[src/rtl/fpu_pkg.sv]
// rtl/fpu_pkg.sv - shared FPU widths, exponent constant and normaliser flag bundle
package fpu_pkg;

  localparam int MANT_W_DFLT = 23;
  localparam int EXP_W_DFLT  = 8;

  localparam logic [EXP_W_DFLT-1:0] EXP_MAX = '1;

  typedef struct packed {
    logic zero;
    logic uflow;
    logic ovf;
  } norm_flags_t;

endpackage

[src/rtl/fpu_lzc.sv]
// rtl/fpu_lzc.sv - combinational leading-zero counter, MSB first, with all-zero flag
module fpu_lzc #(
  parameter int WIDTH = 25,
  parameter int CNT_W = $clog2(WIDTH)
) (
  input  logic [WIDTH-1:0] data_i,
  output logic [CNT_W-1:0] cnt_o,
  output logic             zero_o
);

  // Scanning upward lets the highest set bit win; count reads 0 when the input is zero.
  always_comb begin
    cnt_o  = '0;
    zero_o = (data_i == '0);
    for (int i = 0; i < WIDTH; i++) begin
      if (data_i[i]) cnt_o = CNT_W'(WIDTH - 1 - i);
    end
  end

endmodule

[src/rtl/fpu_norm_pipe.sv]
// rtl/fpu_norm_pipe.sv - two-stage post-add normaliser with valid/ready flow control
// Optional out_sticky port when FPU_NORM_STICKY_EN is defined.
module fpu_norm_pipe
  import fpu_pkg::*;
#(
  parameter int MANT_W = MANT_W_DFLT,
  parameter int EXP_W  = EXP_W_DFLT,
  parameter int IN_W   = MANT_W + 2,
  parameter int CNT_W  = $clog2(IN_W)
) (
  input  logic              clk,
  input  logic              rst,
  input  logic              in_valid,
  output logic              in_ready,
  input  logic [IN_W-1:0]   in_sum,
  input  logic [EXP_W-1:0]  in_exp,
  output logic              out_valid,
  input  logic              out_ready,
  output logic [MANT_W-1:0] out_mant,
  output logic [EXP_W-1:0]  out_exp,
  output logic [CNT_W-1:0]  out_shift,
  output logic              out_zero,
  output logic              out_uflow,
`ifdef FPU_NORM_STICKY_EN
  output logic              out_sticky,
`endif
  output logic              out_ovf
);

  localparam logic [EXP_W-1:0] EXP_ONES = '1;

  logic s1_valid_q, s2_valid_q;
  logic s1_adv, s2_adv;

  assign s2_adv   = !s2_valid_q || out_ready;
  assign s1_adv   = !s1_valid_q || s2_adv;
  assign in_ready = s1_adv;

  logic [CNT_W-1:0] lz;
  logic             lz_zero;

  fpu_lzc #(.WIDTH(IN_W), .CNT_W(CNT_W)) u_lzc (
    .data_i (in_sum),
    .cnt_o  (lz),
    .zero_o (lz_zero)
  );

  logic [IN_W-1:0]  s1_sum_q;
  logic [EXP_W-1:0] s1_exp_q;
  logic [CNT_W-1:0] s1_shift_q, s1_shift_d;
  logic             s1_carry_q, s1_carry_d;
  norm_flags_t      s1_flags_q, s1_flags_d;
  int               s1_req, s1_lim;

  // Shift stops one short of the exponent so a limited result lands at the denormal boundary.
  always_comb begin
    s1_flags_d = '0;
    s1_shift_d = '0;
    s1_carry_d = in_sum[IN_W-1];
    s1_req     = int'(lz) - 1;
    s1_lim     = int'(in_exp) - 1;
    if (lz_zero) begin
      s1_flags_d.zero = 1'b1;
    end else if (!s1_carry_d && in_exp != '0) begin
      if (s1_req > s1_lim) begin
        s1_shift_d       = CNT_W'(s1_lim);
        s1_flags_d.uflow = 1'b1;
      end else begin
        s1_shift_d = CNT_W'(s1_req);
      end
    end
  end

  logic [MANT_W-1:0] out_mant_q, out_mant_d;
  logic [EXP_W-1:0]  out_exp_q, out_exp_d, exp_inc;
  logic [CNT_W-1:0]  out_shift_q, out_shift_d;
  norm_flags_t       out_flags_q, out_flags_d;
`ifdef FPU_NORM_STICKY_EN
  logic              out_sticky_q, out_sticky_d;
`endif

  always_comb begin
    exp_inc     = s1_exp_q + EXP_W'(1);
    out_mant_d  = '0;
    out_exp_d   = '0;
    out_shift_d = '0;
    out_flags_d = s1_flags_q;
`ifdef FPU_NORM_STICKY_EN
    out_sticky_d = 1'b0;
`endif
    if (s1_carry_q) begin
      out_mant_d      = s1_sum_q[IN_W-2:1];
      out_exp_d       = exp_inc;
      out_flags_d.ovf = (exp_inc == EXP_ONES);
      if (out_flags_d.ovf) out_mant_d = '0;
`ifdef FPU_NORM_STICKY_EN
      out_sticky_d = s1_sum_q[0];
`endif
    end else if (!s1_flags_q.zero) begin
      out_mant_d  = MANT_W'(s1_sum_q << s1_shift_q);
      out_exp_d   = s1_flags_q.uflow ? '0 : s1_exp_q - EXP_W'(s1_shift_q);
      out_shift_d = s1_shift_q;
    end
  end

  always_ff @(posedge clk) begin
    if (rst) begin
      s1_valid_q  <= 1'b0;
      s2_valid_q  <= 1'b0;
      s1_sum_q    <= '0;
      s1_exp_q    <= '0;
      s1_shift_q  <= '0;
      s1_carry_q  <= 1'b0;
      s1_flags_q  <= '0;
      out_mant_q  <= '0;
      out_exp_q   <= '0;
      out_shift_q <= '0;
      out_flags_q <= '0;
`ifdef FPU_NORM_STICKY_EN
      out_sticky_q <= 1'b0;
`endif
    end else begin
      if (s1_adv) begin
        s1_valid_q <= in_valid;
        if (in_valid) begin
          s1_sum_q   <= in_sum;
          s1_exp_q   <= in_exp;
          s1_shift_q <= s1_shift_d;
          s1_carry_q <= s1_carry_d;
          s1_flags_q <= s1_flags_d;
        end
      end
      if (s2_adv) begin
        s2_valid_q <= s1_valid_q;
        if (s1_valid_q) begin
          out_mant_q  <= out_mant_d;
          out_exp_q   <= out_exp_d;
          out_shift_q <= out_shift_d;
          out_flags_q <= out_flags_d;
`ifdef FPU_NORM_STICKY_EN
          out_sticky_q <= out_sticky_d;
`endif
        end
      end
    end
  end

  assign out_valid = s2_valid_q;
  assign out_mant  = out_mant_q;
  assign out_exp   = out_exp_q;
  assign out_shift = out_shift_q;
  assign out_zero  = out_flags_q.zero;
  assign out_uflow = out_flags_q.uflow;
  assign out_ovf   = out_flags_q.ovf;
`ifdef FPU_NORM_STICKY_EN
  assign out_sticky = out_sticky_q;
`endif

endmodule
[config.mk]
export PLATFORM = sky130hd
export DESIGN_NAME = fpu_norm_pipe
export DESIGN_NICKNAME = d
export VERILOG_FILES = /design/src/rtl/fpu_pkg.sv /design/src/rtl/fpu_lzc.sv /design/src/rtl/fpu_norm_pipe.sv
export SDC_FILE = /design/constraint.sdc
export NUM_CORES = 1
export LEC_CHECK = 0
export BUFFER_PORTS_ARGS = -buffer_cell sky130_fd_sc_hd__buf_2
export CAP_MARGIN = 20
export CORE_AREA = 8 8 108 100
export CTS_BUF_LIST = sky130_fd_sc_hd__clkbuf_2 sky130_fd_sc_hd__clkbuf_4 sky130_fd_sc_hd__clkbuf_8
export DETAILED_ROUTE_END_ITERATION = 8
export DIE_AREA = 0 0 116 108
export PLACE_DENSITY = 0.9
export SETUP_SLACK_MARGIN = 0.5
export SLEW_MARGIN = 15
export SYNTH_ARGS = -nofsm -noshare
export SYNTH_HDL_FRONTEND = slang
export SYNTH_HIERARCHICAL = 1
export SYNTH_SLANG_ARGS = --single-unit
[constraint.sdc]
create_clock -name clk -period 7.1 [get_ports clk]
set_input_delay 1.42 -clock clk [delete_from_list [all_inputs] [get_ports clk]]
set_output_delay 1.42 -clock clk [all_outputs]
set_load 0.005 [all_outputs]
* Word-level counts from Yosys, hierarchy flattened
Cells that the tools add are included.
Word-level totals: register bits 82, bits of input ports 37, output and inout bits 41, word-level logic and storage cells 72
Cells by class: add/subtract/negate cells 4, magnitude comparators 1, eq/ne operators 1, shifts and indexed selects 1, mux-type cells 41, reductions and logical operators 10
Operator list (count):
- 5-bit 2-to-1 mux | 30
- 23-bit 2-to-1 mux | 3
- 25-bit logical NOT | 1
- 25-bit by 5-bit left shift with 23-bit output | 1
- 8-bit 2-to-1 mux | 3
- 6-bit by 9-bit > comparator with 1-bit output | 1
- 8-bit by 1-bit subtractor with 9-bit output (second input constant) | 1
- 8-bit by 1-bit adder with 8-bit output (second input constant) | 1
- 8-bit equality test (second input constant) | 1
- 8-bit nonzero test | 1
- 8-bit by 5-bit subtractor with 8-bit output | 1
- 5-bit by 1-bit subtractor with 6-bit output (second input constant) | 1
- 1-bit 2-to-1 mux | 5
- 2-bit AND reduction | 2
- 1-bit logical NOT | 3
- 1-bit logical OR | 2
- 1-bit logical AND | 1

* Longest topological paths before layout
Gate-level depths: netlist of run 1.
depth after elaboration 30, depth in mapped cells 16, gate-level depth less buffers 15

* Hierarchy
Netlist of run 1, hierarchy kept.
By module, submodules not included:
- fpu_norm_pipe | instances 1, cells each 625, area an instance 4922.2 um2, seq. area each 1621.6 um2
- fpu_lzc | instances 1, cells each 51, area an instance 307.8 um2, seq. area each 0.0 um2

* Worst setup path before layout of run 1
OpenSTA, ideal clock, no wires.
path type input to register, start point input port in_sum[1], end point register s1_shift_q[4], library setup time 127 ps, data arrival time 4368 ps, required time 6973 ps, path slack 2605 ps, stages 14, buffers on the path 2, cells stage by stage nor4_1 -> nor2b_1 -> o21ai_0 -> a31oi_1 -> or4_1 -> buf_2 -> nor2_1 -> ha_1 -> nand2b_1 -> nor3b_1 -> a22o_1 -> buf_6 -> nand4_2 -> or3b_1
Between the ends: cells in the longest elaborated chain, start to end 29, elaborated cells on any way between the ends 30, those cells by class add/sub (1); order compare (1); mux (27); reduce/logical (1)
Ends and longest elaborated chain:
- start: declaration | line fpu_norm_pipe.sv:15 | input logic [IN_W-1:0] in_sum,
- 5-bit 2-to-1 mux (*) (24 in series) | line fpu_lzc.sv:16 | if (data_i[i]) cnt_o = CNT_W'(WIDTH - 1 - i);
- via lz[2] | line fpu_norm_pipe.sv:39 | logic [CNT_W-1:0] lz;
- 5-bit by 1-bit subtractor with 6-bit output (*) | line fpu_norm_pipe.sv:60 | s1_req = int'(lz) - 1;
- 6-bit by 9-bit > comparator with 1-bit output | line fpu_norm_pipe.sv:65 | if (s1_req > s1_lim) begin
- 5-bit 2-to-1 mux (*) | line fpu_norm_pipe.sv:65
- 5-bit 2-to-1 mux (*) | line fpu_norm_pipe.sv:64 | end else if (!s1_carry_d && in_exp != '0) begin
- 5-bit 2-to-1 mux (*) | line fpu_norm_pipe.sv:62 | if (lz_zero) begin
- end signal: assignment | line fpu_norm_pipe.sv:128 | s1_shift_q <= s1_shift_d;
- end: declaration | line fpu_norm_pipe.sv:50 | logic [CNT_W-1:0] s1_shift_q, s1_shift_d;
Mark *: on every way through the listed nets, which the timed path passes. The rest lies on a longest branch. A chain may end at the register's enable or synchronous reset.

* Worst setup path in the final report of run 1
Ends and elaborated chain as after synthesis.

==> results of run 1 <==
==> registers in the layout (all words and copies together) (netlist names) <==
name	cells
s1_exp_q	8
out_zero	1
out_mant	23
out_shift	5
s1_valid_q	1
out_uflow	1
out_exp	8
s1_sum_q	25
out_valid	1
out_flags_d	2
s1_shift_q	5
out_ovf	1
==> layer usage <==
| layer | track usage, % | share of wire [%] |
|---|---|---|
| met5 | 0 | 0 |
| met4 | 10.4 | 2.2 |
| met3 | 3.79 | 9.8 |
| met2 | 33.6 | 43 |
| met1 | 34.5 | 45 |
==> final timing paths <==
check	startpoint	endpoint	slack, ns	cells after the start
worst max-delay path	in_sum[1]	s1_shift_q[4]$_SDFFE_PP0P_	2.33	13
worst min-delay path	out_uflow$_SDFFE_PP0P_	out_uflow$_SDFFE_PP0P_	0.46	2
worst max register to register	s1_shift_q[2]$_SDFFE_PP0P_	out_exp[6]$_SDFFE_PP0P_	4.00	9
worst min register to register	out_uflow$_SDFFE_PP0P_	out_uflow$_SDFFE_PP0P_	0.46	2
==> final cells by class <==
type	instances	area [sq um]	share of cell area, %
Clock buffer	9	124	2.13
Clock inverter	7	78.8	1.35
Inverter	19	71.3	1.22
Multi-Input combinational cell	528	3340	57.3
Sequential cell	81	1620	27.8
Tap cell	122	153	2.62
Timing Repair Buffer	84	438	7.52
==> Yosys cell counts (10+ instances only) <==
library cell and number:
clkbuf_1 36, xor2_1 10, o21ai_0 28, mux2i_1 13, a21oi_1 67, nand3_1 16, a221oi_1 17, nand2_1 127
ha_1 15, inv_1 19, nor3_1 36, mux4_2 19, dfxtp_1 81, nor2_1 64
==> metrics by stage <==
| stage | total power, uW | utilization, % | instances | setup WS [ns] |
|---|---|---|---|---|
| 6_report | 1120 | 65.3 | 850 | 2.33 |
| 3_3_place_gp | 779 | 63.0 | 834 | 2.16 |
| 4_1_cts | 1120 | 65.3 | 850 | 2.43 |
| 2_1_floorplan | 707 | - | 676 | 2.60 |
| 3_5_place_dp | 787 | 63.0 | 834 | 2.05 |
| 5_1_grt | 1180 | 65.3 | 850 | 2.11 |
==> worst register-to-register path: stages (launching register included) <==
cell,delay (ns)
dfxtp_1,0.83
inv_1,0.58
ha_1,0.49
nand2_1,0.08
nand2_1,0.05
a21o_1,0.19
a211oi_1,0.29
xor2_1,0.11
a221oi_1,0.29
nor2_1,0.07
==> logic make-up after synthesis <==
group,after synthesis
flops,81
xor+xnor,17
fa+ha+maj,16
buf+inv,67
simple gates,291
mux,33
compound gates,171
==> power groups by stage <==
| stage | Combinational, uW | Sequential [uW] | Clock [uW] |
|---|---|---|---|
| floorplan | 196 | 510 | 0 |
| global placement | 258 | 521 | 0 |
| detailed placement | 264 | 523 | 0 |
| CTS | 265 | 512 | 344 |
| global route | 299 | 518 | 361 |
| finish | 269 | 514 | 341 |
==> run summary, run 1 <==
DRT Pass-1 Iters: 5
Comb power frac: 23.9%
Hold slack: 0.458 ns
GP Congestion: 0.937
Sw Ratio: 32.7%
Fmax: 210 MHz
CP Class: in2reg
Synth Cell Area: 5230 sq um
Data required, critical path: 7.34 ns
Crit path DAT: 5.02 ns
First-pass GRT wire length: 24.3 mm
Synthesized Nets: 729
Fraction of layout cells with a size suffix above 1: 18.7%
Core ar.: 8920 sq um
Area of the die: 12500 sq um
Clk buf depth: 2
Tcrit/Tclk final: 67.2%
Fin. max-slew vios: 0
Setup Skew: 0.00865 ns
Hold-fix buffers, CTS: 0
Post-synthesis mux area share: 10.9%
PortBufs: 77
Syn Area/Cell: 7.74 sq um
Primary FF master, synth: dfxtp_1
Boundary Pins: 78
Combinational family with the most area after synthesis: simple AND/OR/NAND/NOR gates
Drt wl/cell: 17.3 um
Final HPWL DP: 10.8 mm
Post-synthesis simple-gate area fraction: 25.2%
Die height: 108 um
Synth top area share: 31.0%
Clock Sinks: 81
Pwr/cell area: 193 nW/um^2
Most frequent cells in the layout: nand2_1, dfxtp_1, buf_2
Effective utilization at floorplan: 58.6%
Post-Synth XOR/XNOR Area: 2.85%
Global route total overflow: 0
Post-synthesis adder-cell area fraction: 3.97%
Num CTS Buffers: 9
CTS-repair resized insts: 0
Number of global-route vias before repair: 4938
Inserted Diodes: 0
Switching pwr: 367 uW
Largest net degree at the start of global routing: 81
CTS root buf: clkbuf_8
Worst hold path type: reg2reg
Post-CTS setup buffer count: 0
DP Area: 5620 sq um
Most common cell after layout, fill and taps aside: nand2_1
Largest area contributor in the netlist: dfxtp_1
Ys Warns: 6
CP Capture Type: flop
Crit path cell chain: buf_2 > nor4_1 > nor2b_1 > o21ai_0 > a31oi_1 > or4_1 > nor2_1 > ha_1 > nand2b_1 > nor3b_1 > a22o_1 > nand4_2 > or3b_1
Clock power share: 30.3%
Top delay family on crit path: simple AND/OR/NAND/NOR gates
Status: finished, final reports clean
Design area: 5820 sq um
Antenna violations before repair: 0
Post-Syn Instances: 676
Register bit total from synthesis: 81
GRT Util Overall: 23.7%
Via/cell ratio: 6.29
Final Net Count: 776
Setup violators final: 0
Area Growth Syn to Fin: 11.4%
Final min period: 4.77 ns
Cell variety after synth: 64
Initial DRC count: 473
LEAKAGE: 0.00227 uW
Worst Path Max Fanout: 11
Async SR Flop Fraction: 0%
Slew margin rel.: 37.4%
Number of remaining DRC errors: 0
Final hold violations: 0
Final WL: 14.7 mm
Unrepaired setup endpoints after global routing: no
Seq/Total Area, Yosys: 31.0%
CP startpoint kind: primary input
Crit path largest cell delay: 0.67 ns
Maximum vdd drop: 0.0971 mV
Row Count: 33
Dominant cells by area after synthesis: dfxtp_1, nand2_1, mux4_2, a21oi_1, nor2_1
Worst Tran Pin Value: 0.936 ns
Clock transition at the registers of the reported paths: 0.08 ns
Sum of negative setup slack: 0 ns
Post-synthesis compound-gate area fraction: 20.9%
Count of buffer and inverter cells on the critical path: 1
Maxcap violations: 0
CTS tree: done
Die X: 116 um
Clock Latency Late Sink: 0.36 ns
Internal: 757 uW
Slowest cell on the critical path: or4_1
H-tree levels: 3
ANT nets after route: 0
Number of enable flip-flop cells after synthesis: 0
Routed via count: 5346
Sequential Power Share: 45.7%
# fillers: 803
No activity file was read; power rests on OpenSTA's default activity.
==> inputs of run 2 (changes only) <==
- clock period: 7.1 -> 4.4 ns (I/O delays scaled with it)
==> run 2 against run 1 <==
  * Sequential share of layout area fell by 0.38 points
  * Die area is the same
  * Final cell count is 0.59% higher
  * Worst hold slack got worse by 0.0039 ns
  * Worst setup slack worse by 1.7 ns
  * Global-route usage hardly changed
  * Clock-buffer cell count unchanged
  * Core utilization up 0.90 points
  * First-iteration DRC count rose by 4.2%
  * Critical path type unchanged
==> run summary, run 2 (same netlist as run 1, synthesis figures left out) <==
Row Count: 33 (unchanged)
Final setup margin: 0.619 ns (-1.71 ns)
Count of buffer and inverter cells on the critical path: 3 (+2)
ANT nets after route: 0 (unchanged)
Hold path depth: 2 (unchanged)
Reg2Reg Setup Slack: 1.80 ns (-2.20 ns)
Die X: 116 um (unchanged)
Tcrit/Tclk final: 85.9%
Most frequent cells in the layout: nand2_1, dfxtp_1, buf_2
Routed via count: 5349 (+0.056%)
Drt wl/cell: 17.4 um (+0.65%)
Worst Path Max Fanout: 6 (-5)
Slowest cell on the critical path: a2111oi_4
Inserted Diodes: 0 (unchanged)
Boundary Pins: 78 (unchanged)
CP Class: in2reg
Setup Skew: 0.0101 ns (+0.00147 ns)
Clock transition at the registers of the reported paths: 0.08 ns (about the same)
Final HPWL DP: 11.0 mm (+1.5%)
Pwr/cell area: 311 nW/um^2 (+61%)
LEAKAGE: 0.00229 uW (+1.0%)
Fin. max-slew vios: 0 (unchanged)
Via/cell ratio: 6.26 (-0.53%)
Maxcap violations: 0 (unchanged)
Global route total overflow: 0 (unchanged)
First-pass GRT wire length: 24.2 mm (-0.37%)
CP startpoint kind: primary input
Die height: 108 um (unchanged)
Status: finished, final reports clean
Number of remaining DRC errors: 0 (unchanged)
Area Growth Syn to Fin: 12.9%
M1 GR Usage: 34.5% (+0.048 points)
CTS root buf: clkbuf_8
Worst Hold Endpoint: out_shift[4]$_SDFFE_PP0P_
Power Total: 1830 uW (+63%)
R2r endpoint: out_exp[7]$_SDFFE_PP0P_
Fraction of layout cells with a size suffix above 1: 19.9% (+1.2 points)
Final Net Count: 781 (+0.64%)
Final WL: 14.9 mm (+1.2%)
Worst R2R Start: s1_shift_q[1]$_SDFFE_PP0P_
Effective utilization at floorplan: 58.6% (unchanged)
PortBufs: 77 (unchanged)
CP Capture Type: flop
Fmax: 264 MHz
Min-delay src: out_shift[4]$_SDFFE_PP0P_
Dpl ws: 0.100 ns (-1.95 ns)
Num CTS Buffers: 9 (unchanged)
Number of global-route vias before repair: 4833 (-2.1%)
Data required, critical path: 4.65 ns (-2.69 ns)
Post-CTS setup buffer count: 0 (unchanged)
Number of flip-flops in the largest register: 25 (unchanged)
Gr busiest metal: met1
Final min period: 3.78 ns
Antenna violations before repair: 0 (unchanged)
Most common cell after layout, fill and taps aside: nand2_1
Maximum vdd drop: 0.204 mV (+110%)
Clk buf depth: 2 (unchanged)
H-tree levels: 3 (unchanged)
Global Route met3 Usage: 3.62% (-0.17 points)
Met2 GRT Util: 34.3% (+0.70 points)
Clock Sinks: 81 (unchanged)
Unrepaired setup endpoints after global routing: no
Sum of negative setup slack: 0 ns (unchanged)
GP Congestion: 0.979 (+4.5%)
GRT Util Overall: 23.7% (about the same)
Clock Latency Late Sink: 0.36 ns (about the same)
Crit path DAT: 4.03 ns (-0.99 ns)
Crit path cell chain: buf_2 > nor4_4 > o21ai_1 > o311a_1 > a2111oi_4 > inv_1 > ha_1 > inv_1 > ha_1 > nor2b_1 > o21bai_1 > a22oi_1 > o221ai_2 > nand2_2 > nand4_2 > or3b_1
Setup violators final: 0 (unchanged)
Final hold violations: 0 (unchanged)
Top reg by flops: s1_sum_q
Slew margin rel.: 39.7% (+2.4 points)
Core ar.: 8920 sq um (unchanged)
Top delay family on crit path: compound AO/OA/AOI/OAI gates
DRT Pass-1 Iters: 5 (unchanged)
Worst hold path type: reg2reg
Area of the die: 12500 sq um (unchanged)
Worst Tran Pin Value: 0.901 ns (-0.0352 ns)
Largest net degree at the start of global routing: 47 (-42%)
Crit path largest cell delay: 0.41 ns (-0.26 ns)
Worst Reg2Reg Path Length in Cells: 9 (unchanged)
Hold-fix buffers, CTS: 0 (unchanged)
CTS tree: done
Initial DRC count: 493 (+4.2%)
run 2: worst reg2reg max path, cell delays in order, from the launching register on:
cell and delay (ns):
dfxtp_1 0.67, inv_1 0.24, ha_1 0.32, nor2b_1 0.12
o21ai_0 0.22, a21boi_0 0.19, o21a_1 0.24, o21a_1 0.19
o21ai_0 0.20, a21oi_1 0.08
run 2: where the power goes:
group          total (uW)  switching [uW]  internal [uW]
logic                 450             263            187
clock network         556             290            266
registers             828            51.3            776
run 2: worst max-delay path by stage:
| stage | startpoint | cells after the start | end |
|---|---|---|---|
| 6_report | in_sum[11] | 16 | s1_shift_q[4]$_SDFFE_PP0P_ |
| 5_1_grt | in_sum[11] | 16 | s1_shift_q[4]$_SDFFE_PP0P_ |
| 4_1_cts | in_sum[1] | 13 | s1_shift_q[4]$_SDFFE_PP0P_ |
| 3_5_place_dp | in_sum[1] | 15 | s1_shift_q[4]$_SDFFE_PP0P_ |
| 3_3_place_gp | in_sum[1] | 13 | s1_shift_q[4]$_SDFFE_PP0P_ |
| 2_1_floorplan | in_sum[1] | 14 | s1_shift_q[4]$_SDFFE_PP0P_ |
run 2: through the flow:
step | utilization (%) | hold WS, ns | area, sq um | std cells
2_1_floorplan | - | 0.436 | 5240 | 676
3_3_place_gp | 63.5 | 0.437 | 5660 | 838
3_5_place_dp | 63.5 | 0.442 | 5660 | 838
4_1_cts | 65.8 | 0.452 | 5870 | 854
5_1_grt | 66.2 | 0.482 | 5900 | 855
6_report | 66.2 | 0.454 | 5900 | 855
run 2: timing repair:
| item | CTS | global route |
|---|---|---|
| resized for setup | 2 | 6 |
| endpoints found under the setup margin | 1 | 6 |
| cloned | 0 | 1 |
| pin swaps | 0 | 1 |
| endpoints found under the hold margin | 0 | 0 |
run 2: layout make-up:
class | count | area, sq um
Multi-Input combinational cell | 529 | 3390
Fill cell | 767 | 3010
Inverter | 19 | 71.3
Timing Repair Buffer | 88 | 468
Sequential cell | 81 | 1620
Clock buffer | 9 | 124
Tap cell | 122 | 153
Clock inverter | 7 | 77.6
run 2: layer usage:
layer	wire length (um)	vias to the layer above
li1	-	2538
met1	6750	2505
met3	1390	33
met5	0	-
met2	6390	273
met4	328	0
==> inputs of run 3 (changes only) <==
- ABC_AREA: not set -> 1
- CORE_AREA: 8 8 108 100 -> 8 8 109 101
- DIE_AREA: 0 0 116 108 -> 0 0 117 109
- PLACE_DENSITY: 0.9 -> 0.89
==> run 3 against run 2 <==
  * Synthesized cell count up 21%
  * Global-route usage down 1.9 points
  * Highest routed layer is now met5
  * Cell area up 1.9%
  * Register-to-register slack better by 0.11 ns
  * Critical path type unchanged
  * Synthesized area up 1.3%
  * Clock power down 4.5%
==> run summary, run 3 <==
Clock Sinks: 81 (unchanged)
Worst Reg2Reg Path Length in Cells: 10 (+1)
Number of remaining DRC errors: 0 (unchanged)
Post-layout util: 64.9% (-1.3 points)
Most frequent cells in the layout: nand2_1, o21ai_0, dfxtp_1
Syn Area/Cell: 6.49 sq um (-16%)
Num CTS Buffers: 9 (unchanged)
Hold-fix buffers, CTS: 0 (unchanged)
DRT Pass-1 Iters: 6 (+1)
Number of flip-flops in the largest register: 25 (unchanged)
Final HPWL DP: 10.8 mm (-1.8%)
Final WL: 14.2 mm (-4.5%)
Fin. max-slew vios: 0 (unchanged)
Reg2Reg Setup Slack: 1.91 ns (+0.11 ns)
Largest net degree at the start of global routing: 46 (-2.1%)
LEAKAGE: 0.00268 uW (+17%)
Setup violators final: 0 (unchanged)
Cell variety after synth: 48 (-25%)
R2r endpoint: out_exp[6]$_SDFFE_PP0P_
ANT nets after route: 0 (unchanged)
Synth top area share: 30.6% (-0.39 points)
Async SR Flop Fraction: 0% (unchanged)
Sum of negative setup slack: 0 ns (unchanged)
Fraction of layout cells with a size suffix above 1: 17.7% (-2.3 points)
Slowest cell on the critical path: ha_4
Routed via count: 5632 (+5.3%)
Multi-input logic area: 3210 sq um (-5.4%)
Largest area contributor in the netlist: dfxtp_1
Slew margin rel.: 42.3% (+2.6 points)
PortBufs: 77 (unchanged)
Hold path depth: 2 (unchanged)
Via/cell ratio: 5.64 (-9.8%)
Antenna violations before repair: 0 (unchanged)
Pwr/cell area: 310 nW/um^2 (-0.32%)
CTS tree: done
Crit path top cell by count: nand2_1
Tcrit/Tclk final: 85.1% (-0.84 points)
Area of the die: 12800 sq um (+1.8%)
Crit path DAT: 4.03 ns (about the same)
Reg area: 1620 sq um (unchanged)
Clk buf depth: 2 (unchanged)
Most common cell in the netlist: nand2_1
# fillers: 862 (+12%)
CP startpoint kind: primary input
Fmax: 267 MHz (+0.99%)
Maximum vdd drop: 0.188 mV (-8.0%)
H-tree levels: 3 (unchanged)
Number of enable flip-flop cells after synthesis: 0 (unchanged)
GP Congestion: 0.967 (-1.2%)
CP Class: in2reg
Clock Latency Late Sink: 0.35 ns (about the same)
Register bit total from synthesis: 81 (unchanged)
Initial DRC count: 507 (+2.8%)
Min-delay src: out_ovf$_SDFFE_PP0P_
Synth Cell Area: 5300 sq um (+1.3%)
GRT Util Overall: 21.8% (-1.9 points)
Final hold violations: 0 (unchanged)
Dominant cells by area after synthesis: dfxtp_1, nand2_1, o21ai_0, a21oi_1, nand3_1
Drt wl/cell: 14.2 um (-18%)
Area Growth Syn to Fin: 13.6%
Final min period: 3.74 ns (-0.0370 ns)
Primary FF master, synth: dfxtp_1
CTS root buf: clkbuf_8
Clock transition at the registers of the reported paths: 0.08 ns (about the same)
Effective utilization at floorplan: 57.1% (-1.5 points)
Final Net Count: 922 (+18%)
Worst Tran Pin Value: 0.860 ns (-0.0405 ns)
Inserted Diodes: 0 (unchanged)
Maxcap violations: 0 (unchanged)
Global route total overflow: 0 (unchanged)
Row Count: 34 (+3.0%)
Die X: 117 um (+0.86%)
Post-synth top cells: nand2_1, o21ai_0, dfxtp_1, inv_1, a21oi_1
Seq/Total Area, Yosys: 30.6% (-0.39 points)
Worst Hold Endpoint: out_ovf$_SDFFE_PP0P_
Crit path largest cell delay: 0.27 ns (-0.14 ns)
Worst Path Max Fanout: 6 (unchanged)
Most common cell after layout, fill and taps aside: nand2_1
Worst R2R Start: s1_shift_q[3]$_SDFFE_PP0P_
Top reg by flops: s1_sum_q
Boundary Pins: 78 (unchanged)
Post-Syn Instances: 816 (+21%)
CP Capture Type: flop
Worst hold path type: reg2reg
Setup Skew: 0.0116 ns (+0.00145 ns)
Die height: 109 um (+0.93%)
Synthesized Nets: 869 (+19%)
Number of global-route vias before repair: 4708 (-2.6%)
Core ar.: 9270 sq um (+4.0%)
First-pass GRT wire length: 22.6 mm (-6.6%)
Ys Warns: 6 (unchanged)
Unrepaired setup endpoints after global routing: yes
Data required, critical path: 4.68 ns (+0.03 ns)
Status: finished, final reports clean
## run 3: cell types whose count changed after synthesis, moves of 7 or more
cell and change:
o21ai_0 +73, inv_1 +62, nand3_1 +61, nand2_1 +45, nor3_1 -33, mux4_2 -19, a221oi_1 -17, a21oi_1 +13
nor2_1 -13, mux2i_1 -10, a31oi_1 +9, clkbuf_1 -9, nor2b_1 -9, nand2b_1 -7
## run 3: per-layer routing
| layer | part of all wire [%] | global-route usage (%) |
|---|---|---|
| met1 | 48 | 32.3 |
| met2 | 41 | 30.8 |
| met3 | 9.0 | 4.04 |
| met4 | 1.6 | 7.03 |
| met5 | 0.20 | 0 |
## run 3: critical path: cells and delay by family
family | cells | cell delay [ns]
simple gates | 31 | 1.81
compound gates | 3 | 0.44
fa+ha+maj | 2 | 0.44
xor+xnor | 1 | 0.19
buf+inv | 4 | 0.25
## run 3: repair_timing
action / 4_1_cts / 5_1_grt
gates resized for setup: 0 / 28
setup endpoints to repair: 0 / 6
setup buffers: 0 / 3
## run 3: cell families (layout without fill, tap and decap cells)
kind of cell / Yosys count / in the layout / synth area share [%]
DFF: 81 / 81 / 30.6
buffers and inverters: 137 / 193 / 10.9
xor gates and xnor gates: 10 / 10 / 1.65
AOI/OAI and AO/OA: 229 / 229 / 23.2
adders and majority gates: 16 / 16 / 3.92
and+or+nand+nor: 340 / 340 / 29.1
muxes: 3 / 3 / 0.567
## run 3: worst max path at each step
stage               from                    endpoint  slack, ns  cells past startpoint
6_report       in_sum[2]  s1_shift_q[4]$_SDFFE_PP0P_       0.66                     41
5_1_grt        in_sum[2]  s1_shift_q[4]$_SDFFE_PP0P_       0.35                     41
4_1_cts        in_sum[2]  s1_shift_q[2]$_SDFFE_PP0P_       0.53                     41
3_5_place_dp   in_sum[2]  s1_shift_q[2]$_SDFFE_PP0P_       0.16                     41
3_3_place_gp   in_sum[2]  s1_shift_q[2]$_SDFFE_PP0P_       0.29                     41
2_1_floorplan  in_sum[2]  s1_shift_q[2]$_SDFFE_PP0P_       0.65                     40
## run 3: through the flow
step | area, sq um | hold WS [ns] | instances | setup WS [ns] | power [uW]
final | 6020 | 0.464 | 998 | 0.656 | 1860
after detailed placement | 5690 | 0.455 | 981 | 0.164 | 1310
after CTS | 5880 | 0.467 | 995 | 0.526 | 1820
after floorplan | 5300 | 0.445 | 816 | 0.650 | 1170
after global placement | 5690 | 0.450 | 981 | 0.290 | 1300
after global routing | 6020 | 0.483 | 998 | 0.347 | 1960
## run 3: report_power, final
| group | internal [uW] | total (uW) | switching, uW | leakage [uW] |
|---|---|---|---|---|
| logic | 183 | 504 | 320 | 0.00192 |
| clock network | 277 | 531 | 254 | 0.0000947 |
| registers | 783 | 828 | 44.5 | 0.000667 |
| total | 1240 | 1860 | 619 | 0.00268 |
## run 3: cell type report
type,count,share of cell area (%)
tap,126,2.62
timing repair buffer,87,7.82
clock inverter,3,0.707
multi-input combinational,598,53.3
sequential,81,26.9
inverter,92,6.20
clock buffer,11,2.41
